### src/rtl/result_drain_pkg.sv
// result_drain_pkg: shared definitions for the TPU result drain.
//   - word/beat/address/tag widths
//   - bank ID encoding (a=0, b=1, c=2)
//   - drain FSM state type
//   - FIFO entry layout {addr, data}
package result_drain_pkg;

  localparam int WORD_W    = 128;
  localparam int BEAT_W    = 32;
  localparam int ADDR_W    = 6;
  localparam int TAG_W     = 10;
  localparam int NUM_BANKS = 3;

  typedef enum logic [1:0] {
    BANK_A = 2'd0,
    BANK_B = 2'd1,
    BANK_C = 2'd2
  } bank_e;

  typedef enum logic [1:0] {
    S_IDLE = 2'd0,
    S_SEND = 2'd1,
    S_DONE = 2'd2
  } state_e;

  typedef struct packed {
    logic [ADDR_W-1:0] addr;
    logic [WORD_W-1:0] data;
  } entry_t;

  // Round-robin successor over the three banks.
  function automatic logic [1:0] next_bank(input logic [1:0] b);
    return (b == BANK_C) ? BANK_A : 2'(b + 2'd1);
  endfunction

endpackage

### src/rtl/drain_fifo.sv
// drain_fifo: per-bank result FIFO.
//   clk, srstn      : clock, async active-low reset (clears pointers/count)
//   push, push_data : write request and {addr, data} entry
//   pop             : remove head (ignored when empty)
//   head            : current head entry (valid when !empty)
//   empty           : no entries held
//   drop            : push hit a full FIFO that is not popping this cycle
module drain_fifo
  import result_drain_pkg::*;
#(
  parameter int DEPTH = 4
) (
  input  logic   clk,
  input  logic   srstn,
  input  logic   push,
  input  entry_t push_data,
  input  logic   pop,
  output entry_t head,
  output logic   empty,
  output logic   drop
);

  localparam int AW = (DEPTH > 1) ? $clog2(DEPTH) : 1;

  entry_t        mem [DEPTH];
  logic [AW-1:0] wptr, rptr;
  logic [AW:0]   count;
  logic          full, do_push, do_pop;

  assign full    = (count == (AW+1)'(DEPTH));
  assign empty   = (count == '0);
  assign do_pop  = pop & ~empty;
  // A pop in the same cycle frees the slot, so a full FIFO still accepts.
  assign do_push = push & (~full | do_pop);
  assign drop    = push & full & ~do_pop;
  assign head    = mem[rptr];

  // Storage needs no reset: the pointers define what is valid.
  always_ff @(posedge clk) begin
    if (do_push) mem[wptr] <= push_data;
  end

  always_ff @(posedge clk or negedge srstn) begin
    if (!srstn) begin
      wptr  <= '0;
      rptr  <= '0;
      count <= '0;
    end else begin
      if (do_push) wptr <= wptr + AW'(1);
      if (do_pop)  rptr <= rptr + AW'(1);
      case ({do_push, do_pop})
        2'b10:   count <= count + (AW+1)'(1);
        2'b01:   count <= count - (AW+1)'(1);
        default: ;
      endcase
    end
  end

endmodule

### src/rtl/result_drain.sv
// result_drain: buffers result-bank writes (a/b/c) in per-bank FIFOs and
// streams each 128-bit word to the host as four 32-bit beats.
//   clk, srstn                  : clock, async active-low reset
//   tpu_done                    : end-of-computation pulse (latched)
//   sram_write_enable_{a,b,c}0  : active-low bank write strobes
//   sram_wdata_{a,b,c}          : 128-bit result words
//   sram_waddr_{a,b,c}          : 6-bit bank addresses
//   out_valid/out_ready         : host beat handshake
//   out_data                    : beat payload, beat 0 = word[31:0]
//   out_tag                     : {bank[1:0], addr[5:0], beat[1:0]}
//   drain_done                  : one-cycle pulse once tpu_done seen and all drained
//   overflow                    : sticky, a write was dropped on a full FIFO
module result_drain
  import result_drain_pkg::*;
#(
  parameter int FIFO_DEPTH = 4
) (
  input  logic              clk,
  input  logic              srstn,
  input  logic              tpu_done,
  input  logic              sram_write_enable_a0,
  input  logic              sram_write_enable_b0,
  input  logic              sram_write_enable_c0,
  input  logic [WORD_W-1:0] sram_wdata_a,
  input  logic [WORD_W-1:0] sram_wdata_b,
  input  logic [WORD_W-1:0] sram_wdata_c,
  input  logic [ADDR_W-1:0] sram_waddr_a,
  input  logic [ADDR_W-1:0] sram_waddr_b,
  input  logic [ADDR_W-1:0] sram_waddr_c,
  output logic              out_valid,
  input  logic              out_ready,
  output logic [BEAT_W-1:0] out_data,
  output logic [TAG_W-1:0]  out_tag,
  output logic              drain_done,
  output logic              overflow
);

  logic [NUM_BANKS-1:0] push, pop, empty, drop;
  entry_t               push_d [NUM_BANKS];
  entry_t               head   [NUM_BANKS];

  assign push      = ~{sram_write_enable_c0, sram_write_enable_b0, sram_write_enable_a0};
  assign push_d[0] = '{addr: sram_waddr_a, data: sram_wdata_a};
  assign push_d[1] = '{addr: sram_waddr_b, data: sram_wdata_b};
  assign push_d[2] = '{addr: sram_waddr_c, data: sram_wdata_c};

  for (genvar g = 0; g < NUM_BANKS; g++) begin : g_bank
    drain_fifo #(.DEPTH(FIFO_DEPTH)) u_fifo (
      .clk       (clk),
      .srstn     (srstn),
      .push      (push[g]),
      .push_data (push_d[g]),
      .pop       (pop[g]),
      .head      (head[g]),
      .empty     (empty[g]),
      .drop      (drop[g])
    );
  end

  state_e            state;
  logic [1:0]        rr_ptr;     // bank to try first
  logic              done_pend;  // tpu_done seen, drain not yet reported
  entry_t            word_q;
  logic [1:0]        bank_q;
  logic [1:0]        beat, beat_nxt;
  logic              sel_vld;
  logic [1:0]        sel_idx;
  entry_t            sel_head;

  // First non-empty bank scanning from rr_ptr.
  always_comb begin
    sel_vld = 1'b0;
    sel_idx = rr_ptr;
    for (int i = 0; i < NUM_BANKS; i++) begin
      int k;
      k = (int'(rr_ptr) + i) % NUM_BANKS;
      if (!sel_vld && !empty[k]) begin
        sel_vld = 1'b1;
        sel_idx = 2'(k);
      end
    end
  end

  always_comb begin
    case (sel_idx)
      2'd0:    sel_head = head[0];
      2'd1:    sel_head = head[1];
      default: sel_head = head[2];
    endcase
  end

  assign pop      = (state == S_IDLE && sel_vld) ? 3'(3'b001 << sel_idx) : '0;
  assign beat_nxt = beat + 2'd1;

  // Entering SEND latches the word; the first beat is presented one edge
  // later, giving a two-edge write-to-valid latency from an idle drain.
  always_ff @(posedge clk or negedge srstn) begin
    if (!srstn) begin
      state      <= S_IDLE;
      rr_ptr     <= BANK_A;
      done_pend  <= 1'b0;
      word_q     <= '0;
      bank_q     <= '0;
      beat       <= '0;
      out_valid  <= 1'b0;
      out_data   <= '0;
      out_tag    <= '0;
      drain_done <= 1'b0;
      overflow   <= 1'b0;
    end else begin
      overflow   <= overflow | (|drop);
      done_pend  <= done_pend | tpu_done;
      drain_done <= 1'b0;
      case (state)
        S_IDLE: begin
          if (sel_vld) begin
            word_q <= sel_head;
            bank_q <= sel_idx;
            beat   <= '0;
            rr_ptr <= next_bank(sel_idx);
            state  <= S_SEND;
          end else if (done_pend) begin
            // All FIFOs empty here; a fresh tpu_done this cycle stays latched.
            drain_done <= 1'b1;
            done_pend  <= tpu_done;
            state      <= S_DONE;
          end
        end
        S_SEND: begin
          if (!out_valid) begin
            out_valid <= 1'b1;
            out_data  <= word_q.data[BEAT_W*beat +: BEAT_W];
            out_tag   <= {bank_q, word_q.addr, beat};
          end else if (out_ready) begin
            if (beat == 2'd3) begin
              out_valid <= 1'b0;
              out_data  <= '0;
              out_tag   <= '0;
              state     <= S_IDLE;
            end else begin
              beat     <= beat_nxt;
              out_data <= word_q.data[BEAT_W*beat_nxt +: BEAT_W];
              out_tag  <= {bank_q, word_q.addr, beat_nxt};
            end
          end
        end
        default: state <= S_IDLE;
      endcase
    end
  end

endmodule

### config.mk
export PLATFORM = sky130hd
export DESIGN_NAME = result_drain
export DESIGN_NICKNAME = d
export VERILOG_FILES = /design/src/rtl/result_drain_pkg.sv /design/src/rtl/drain_fifo.sv /design/src/rtl/result_drain.sv
export SDC_FILE = /design/constraint.sdc
export NUM_CORES = 2
export LEC_CHECK = 0
export ABC_CLOCK_PERIOD_IN_PS = 12670
export BUFFER_PORTS_ARGS = -buffer_cell sky130_fd_sc_hd__clkbuf_2
export CORE_MARGIN = 2
export CORE_UTILIZATION = 56
export CTS_CLUSTER_SIZE = 24
export DETAILED_ROUTE_END_ITERATION = 8
export MAX_ROUTING_LAYER = met4
export PLACE_DENSITY = 0.74
export SLEW_MARGIN = 20
export SYNTH_ARGS = -nofsm -noshare
export SYNTH_HDL_FRONTEND = slang
export SYNTH_SLANG_ARGS = --single-unit
### constraint.sdc
create_clock -name clk -period 12.67 [get_ports clk]
set_input_delay 1.267 -clock clk [delete_from_list [all_inputs] [get_ports clk]]
set_output_delay 1.267 -clock clk [all_outputs]
set_load 0.02 [all_outputs]
Word-level counts from Yosys, hierarchy flattened
Memories as Yosys holds them, arrays and structs flattened.
Index checks and enable logic that the tools add are counted.

word-level totals
  input port bits = 409
  memories kept = 3
  bits in registers = 209
  ROM bits = 0
  output and inout port bits = 45
  RAM bits = 1608
  latch bits = 0
  logic and storage cells = 169

memories
  name                  words  bits a word  rd ports  clocked after Yosys merged registers in  write ports  RTL line          text
  g_bank[0].u_fifo.mem  4      134          1         0                                        1            drain_fifo.sv:25  entry_t mem [DEPTH];
  g_bank[1].u_fifo.mem  4      134          1         0                                        1            drain_fifo.sv:25
  g_bank[2].u_fifo.mem  4      134          1         0                                        1            drain_fifo.sv:25

cells by class
  shifts and indexed selects = 3
  muxes and demuxes = 53
  bitwise operators = 27
  $mul = 0
  reduce and logical (&&, ||, !) cells = 20
  eq/ne operators = 20
  $add $sub $neg = 16
  magnitude comparators = 3
  div/mod/pow operators = 3

operators by type and width
  operator                 count
  $pmux W134 S2            1
  $shiftx A128 B8 Y32      2
  $lt A32 B4 Y1 const B    3
  $mux W32                 3
  $mod A32 B3 Y32 const B  2
  $mod A3 B3 Y32 const B   1
  $mux W10                 3
  $mux W2                  13
  $mux W1                  24
  $pmux W3 S2              3
  $add A2 B1 Y2 const B    8
  $and A1 B1 Y1            12
  $eq A2 B1 Y1 const B     5
  $eq A2 B2 Y1 const B     5
  $ne A2 B2 Y1 const B     5
  $add A3 B1 Y3 const B    3
  $eq A3 B3 Y1 const B     3
  $logic_not A3 Y1         3
  $not A1 Y1               9
  $sub A3 B1 Y3 const B    3
  $pmux W2 S2              2
  $reduce_bool A2 Y1       4
  $bmux W1 S2              3
  $or A1 B1 Y1             5
  14 further kinds         20

Longest topological paths before layout
  depth after elaboration = 18
  gate-level depth with buffers = 13
  mapped depth without buffers = 12

Hierarchy
From an unflattened synthesis, not the netlist that was laid out.

unflattened totals
  cells, all modules = 3371
  area total of the unflattened synthesis = 71496.1 µm²

modules (own cells, without submodules)
  module                              area each (µm²)  sequential area each (µm²)  times used  cells each
  drain_fifo at g_bank[0].u_fifo ...  19716.4          16270.6                     2           738
  drain_fifo at g_bank[1].u_fifo      19786.5          16270.6                     1           750
  result_drain                        12276.8          4704.5                      1           1145

Worst setup path before layout
Ideal clock, no wire load.

  path kind = register to register
  start point = register rr_ptr[0]
  end point = memory g_bank[2].u_fifo.mem[0][0] in the netlist's numbering, enable pin
  data arrival time = 8.214 ns
  cell stages (with the launch flop) = 11
  library setup time = 0.628 ns
  data required time = 12.042 ns
  path slack = 3.828 ns
  clock period less this slack = 8.842 ns
  buffers on the path = 1
  cell sequence = dfrtp_1 inv_1 ha_1 nor4_1 and3_1 a21oi_2 o22a_4 or4_1 buf_2 a31o_4 nor2_1

on the way
  word-level cells in the longest chain between the ends = 18
  elaborated cells on any way between the ends = 33
  classes of those cells = 2 x add/sub; 3 x div; 1 x shift; 18 x mux; 3 x bitwise; 6 x reduce/logical

ends and longest elaborated chain
  item                                                  RTL line             text
  from (decl)                                           result_drain.sv:61   logic [1:0] rr_ptr;
  from (signal assigned)                                result_drain.sv:120  rr_ptr <= next_bank(sel_idx);
  $add A2 B1 Y3                                         result_drain.sv:76   k = (int'(rr_ptr) + i) % NUM_BANKS;
  $mod A32 B3 Y32                                       result_drain.sv:76
  $bmux W1 S2                                           result_drain.sv:77   if (!sel_vld && !empty[k]) begin
  $mux W1 (not written as such) (2 in series)           result_drain.sv:77
  $logic_not A1 Y1                                      result_drain.sv:77
  $logic_and A1 B1 Y1                                   result_drain.sv:77
  $mux W1                                               result_drain.sv:77
  $logic_not A1 Y1                                      result_drain.sv:77
  $logic_and A1 B1 Y1                                   result_drain.sv:77
  $mux W2 or $mux W1 (tied branches)                    result_drain.sv:77
  $shl A1 B2 Y3 or $logic_and A1 B1 Y1 (tied branches)  result_drain.sv:92   assign pop = (state == S_IDLE && sel_vld) ? 3'(3'b001 << sel_idx) : '0;
  $mux W3 (*)                                           result_drain.sv:92
  $and A1 B1 Y1 (*)                                     drain_fifo.sv:32     assign do_pop = pop & ~empty;
  $or A1 B1 Y1 (*)                                      drain_fifo.sv:34     assign do_push = push & (~full | do_pop);
  $and A1 B1 Y1 (*)                                     drain_fifo.sv:34
  $mux W1 (*)                                           drain_fifo.sv:40     if (do_push) mem[wptr] <= push_data;
  $mux W1 (not written as such) (*)                     drain_fifo.sv:40
  to (decl)                                             drain_fifo.sv:25

Mark *: on every way between the ends. The rest lies on a longest branch, timed or not. The select of a mux whose other input is x is not followed.

Worst setup path in the final report
  start point = register rr_ptr[0]
  end point = memory g_bank[0].u_fifo.mem[0][86] in the netlist's numbering, enable pin

on the way
  word-level cells in the longest chain between the ends = 18
  elaborated cells on any way between the ends = 33
  classes of those cells = 2 x add/sub; 3 x div; 1 x shift; 18 x mux; 3 x bitwise; 6 x reduce/logical

ends and longest elaborated chain
  item                                                  RTL line
  $add A2 B1 Y3                                         result_drain.sv:76
  $mod A32 B3 Y32                                       result_drain.sv:76
  $bmux W1 S2                                           result_drain.sv:77
  $mux W1 (not written as such) (2 in series)           result_drain.sv:77
  $logic_not A1 Y1                                      result_drain.sv:77
  $logic_and A1 B1 Y1                                   result_drain.sv:77
  $mux W1                                               result_drain.sv:77
  $logic_not A1 Y1                                      result_drain.sv:77
  $logic_and A1 B1 Y1                                   result_drain.sv:77
  $mux W2 or $mux W1 (tied branches)                    result_drain.sv:77
  $shl A1 B2 Y3 or $logic_and A1 B1 Y1 (tied branches)  result_drain.sv:92
  $mux W3 (*)                                           result_drain.sv:92
  $and A1 B1 Y1 (*)                                     drain_fifo.sv:32
  $or A1 B1 Y1 (*)                                      drain_fifo.sv:34
  $and A1 B1 Y1 (*)                                     drain_fifo.sv:34
  $mux W1 (*)                                           drain_fifo.sv:40
  $mux W1 (not written as such) (*)                     drain_fifo.sv:40
  to (decl)                                             drain_fifo.sv:25

Marked as above.

==> key figures <==
Status
  – Status: completed

Synthesis
  – Mapped Nets: 3945
  – Async SR Flop Fraction: 0.115
  – Library cells used by synthesis: 61
  – Synth top area share: 0.681
  – Cell Area, Synth: 70900 sq um
  – Most common cell in the synthesized netlist: edfxtp_1
  – Top post-synthesis cells by area: edfxtp_1 68%, mux4_2 15%, dfrtp_1 7.4%, a211oi_1 1.4%, o31ai_1 1.4%
  – Flops & latches, synth: 1817
  – Ys flop type: edfxtp_1
  – Avg Cell Area, Syn: 20.2 sq um
  – Synth Warn #: 0
  – Synth top cells by count: 1608 x edfxtp_1, 466 x mux4_2, 209 x dfrtp_1
  – Synth Instances: 3517
  – Sequential share of the synthesized area: 0.755
  – Post-synthesis cell type with the largest combined area: edfxtp_1
  – EDFF count, synth: 1608

Place
  – Placed Cells: 5440
  – Placer Congestion: 0.880
  – Pre-CTS setup slack: 6.83 ns
  – DP HPWL: 125 mm
  – Port Buffers: 453

Setup path
  – CP Launch Point: rr_ptr[0]$_DFFE_PN0N_
  – CP Capture Point: g_bank[0].u_fifo.mem[0][86]$_DFFE_PP_
  – Register-to-Register Setup Slack: 6.79 ns
  – CP Max Fanout: 64
  – Required @ worst endpoint: 13.08 ns
  – R2R Path End: g_bank[0].u_fifo.mem[0][86]$_DFFE_PP_
  – R2R Path Start: rr_ptr[0]$_DFFE_PN0N_
  – Reg2Reg Depth: 11
  – Crit Path Category: reg2reg
  – WP data arrival: 6.29 ns
  – Crit path capture type: flip-flop
  – Worst setup SP type: flip-flop

Detailed routing
  – Detailed Routing Iterations Pass 1: 5
  – Drt initial violations: 5795
  – Vias: 38200
  – Routed wire length: 193 mm
  – Avg WL per Cell: 33.0 um
  – DRT antenna net count: 0
  – DR vias/cell: 6.53
  – Residual DRC: 0

Floorplanning
  – Rows: 130
  – DIE WIDTH: 360 um
  – I/O Pins: 454
  – Die Ht: 360 um
  – Die area: 129000 sq um
  – Starting Density: 0.564
  – Core area: 126000 sq um

Timing
  – Setup violators final: 0
  – Clock skew: 0.0331 ns
  – Max-slew violations: 0
  – Highest clock rate: 0.170 GHz
  – Max-slew headroom: 0.209
  – Final Hold Viols: 0
  – TNS Setup: 0 ns
  – Worst slew pin tran: 1.18 ns
  – RSZ-0062 raised after global routing: false
  – Final setup margin: 6.79 ns
  – Final cycle utilization of the critical path: 0.464
  – Min Clock Period, post-route: 5.88 ns

Clock network
  – TritonCTS Buffers: 175
  – Clk sink count: 1817
  – H-tree depth: 4
  – Cts repair resizes: 0
  – CTS tree: yes
  – Cts hold-fix bufs: 0
  – Worst skew pair latency: 0.83 ns
  – Max clock buf depth: 3
  – Clock root cell: clkbuf_16
  – Post-CTS Setup Inserts: 0
  – Clock Pin Slew Worst Setup and Hold Paths: 0.06 ns

Worst hold path
  – Worst hold path class: reg2reg
  – WHS Path Cells: 1

Finish
  – Nets: 4395
  – Layout cells sized above 1: 0.312
  – Finished Core Util: 0.644
  – Layout fillers: 8221
  – Layout area overhead: 14.0%
  – Area taken by flip-flops and latches: 53500 sq um
  – Fin cells: 5839
  – Footprint of the multi-input gates: 16400 sq um

GRT
  – Largest net degree at the start of global routing: 135
  – Initial antenna violation count: 79
  – First-pass GRT wire length: 273 mm
  – Total global-route track usage: 0.308
  – Vias in the first global route: 37500
  – GRT overflow: 0

Run
  – Max-cap violations: 0

Pwr
  – Pwr Density: 254 nW/um^2
  – Leak Pwr: 27.7 nW
  – VDD IR max: 0.273 mV
==> cells in the final DEF, fill, tap and decap left out, drive strengths merged, types with 70 or more instances in the layout <==
cell type / netlist / routed
and3: 135 / 135
diode: 0 / 70
nor2: 151 / 151
o31ai: 135 / 135
edfxtp: 1608 / 1608
nand2: 176 / 176
clkbuf: 198 / 684
a211oi: 136 / 136
dfrtp: 209 / 209
mux4: 466 / 466
==> kinds of logic (layout without fill, tap and decap cells) <==
kind of cell             after synthesis  after routing  synth area share
flip-flops                          1817           1817             0.755
AND/OR/NAND/NOR                      501            501            0.0330
multiplexers                         477            477             0.150
AO/OA/AOI/OAI                        399            399            0.0414
buffers and inverters                292            894            0.0158
adder cells (fa/ha/maj)               19             19           0.00367
XOR/XNOR                              12             12           0.00148
other                                  0             70                 0
==> power breakdown <==
group          internal (W)  total, W  switching, W
logic               0.00254   0.00641       0.00386
clock network       0.00296   0.00521       0.00224
registers           0.00798   0.00889      0.000908
==> worst min-delay path by stage <==
stage,start,endpoint,slack [ns]
6_report,done_pend$_DFF_PN0_,done_pend$_DFF_PN0_,0.48
5_1_grt,done_pend$_DFF_PN0_,done_pend$_DFF_PN0_,0.52
4_1_cts,bank_q[1]$_DFFE_PN0N_,bank_q[1]$_DFFE_PN0N_,0.48
3_5_place_dp,word_q[132]$_DFFE_PN0N_,word_q[132]$_DFFE_PN0N_,0.47
3_3_place_gp,done_pend$_DFF_PN0_,done_pend$_DFF_PN0_,0.46
2_1_floorplan,word_q[128]$_DFFE_PN0N_,word_q[128]$_DFFE_PN0N_,0.45
==> routing by layer <==
| metal | up-vias | share of wire | global-route usage |
|---|---|---|---|
| li1 | 15500 | - | - |
| met1 | 20000 | 0.36 | 0.398 |
| met2 | 2336 | 0.49 | 0.471 |
| met3 | 337 | 0.12 | 0.0924 |
| met4 | 0 | 0.034 | 0.110 |
| met5 | - | 0 | - |
==> registers in the layout, summed over array words and instances, names as in the netlist <==
name,count
bank_q,2
beat,2
done_pend,1
drain_done,1
g_bank.u_fifo.count,9
g_bank.u_fifo.mem,1608
g_bank.u_fifo.rptr,6
g_bank.u_fifo.wptr,6
out_data,32
out_tag,10
out_valid,1
overflow,1
rr_ptr,2
state,2
word_q,134
==> per-stage QoR <==
stage               area, sq um  power (W)  hold WS, ns
finish                    80800     0.0205        0.480
global route              80800     0.0212        0.516
CTS                       80700     0.0205        0.483
detailed placement        74900     0.0153        0.466
global placement          74900     0.0152        0.459
floorplan                 70900     0.0130        0.448
==> layout make-up <==
class                   instances  area share
flip-flops and latches       1817       0.662
multi-input cells            1408       0.203
clock buffers                 232      0.0592
repair buffers                507      0.0334
well taps                    1650      0.0255
clock inverters                97      0.0119
inverters                      58     0.00269
diodes                         70     0.00217
==> critical path, cell delays in order, from the launching register on <==
cell and delay (ns):
dfrtp_1 0.39, inv_1 0.08, ha_1 0.43, nor4_1 0.36, and3_1 0.24, a21oi_2 0.09
or3_1 0.46, a211oi_2 0.82, o21ba_2 0.39, and2_4 0.40, buf_4 0.70, buf_4 0.97
(Power assumes the default switching activity.)
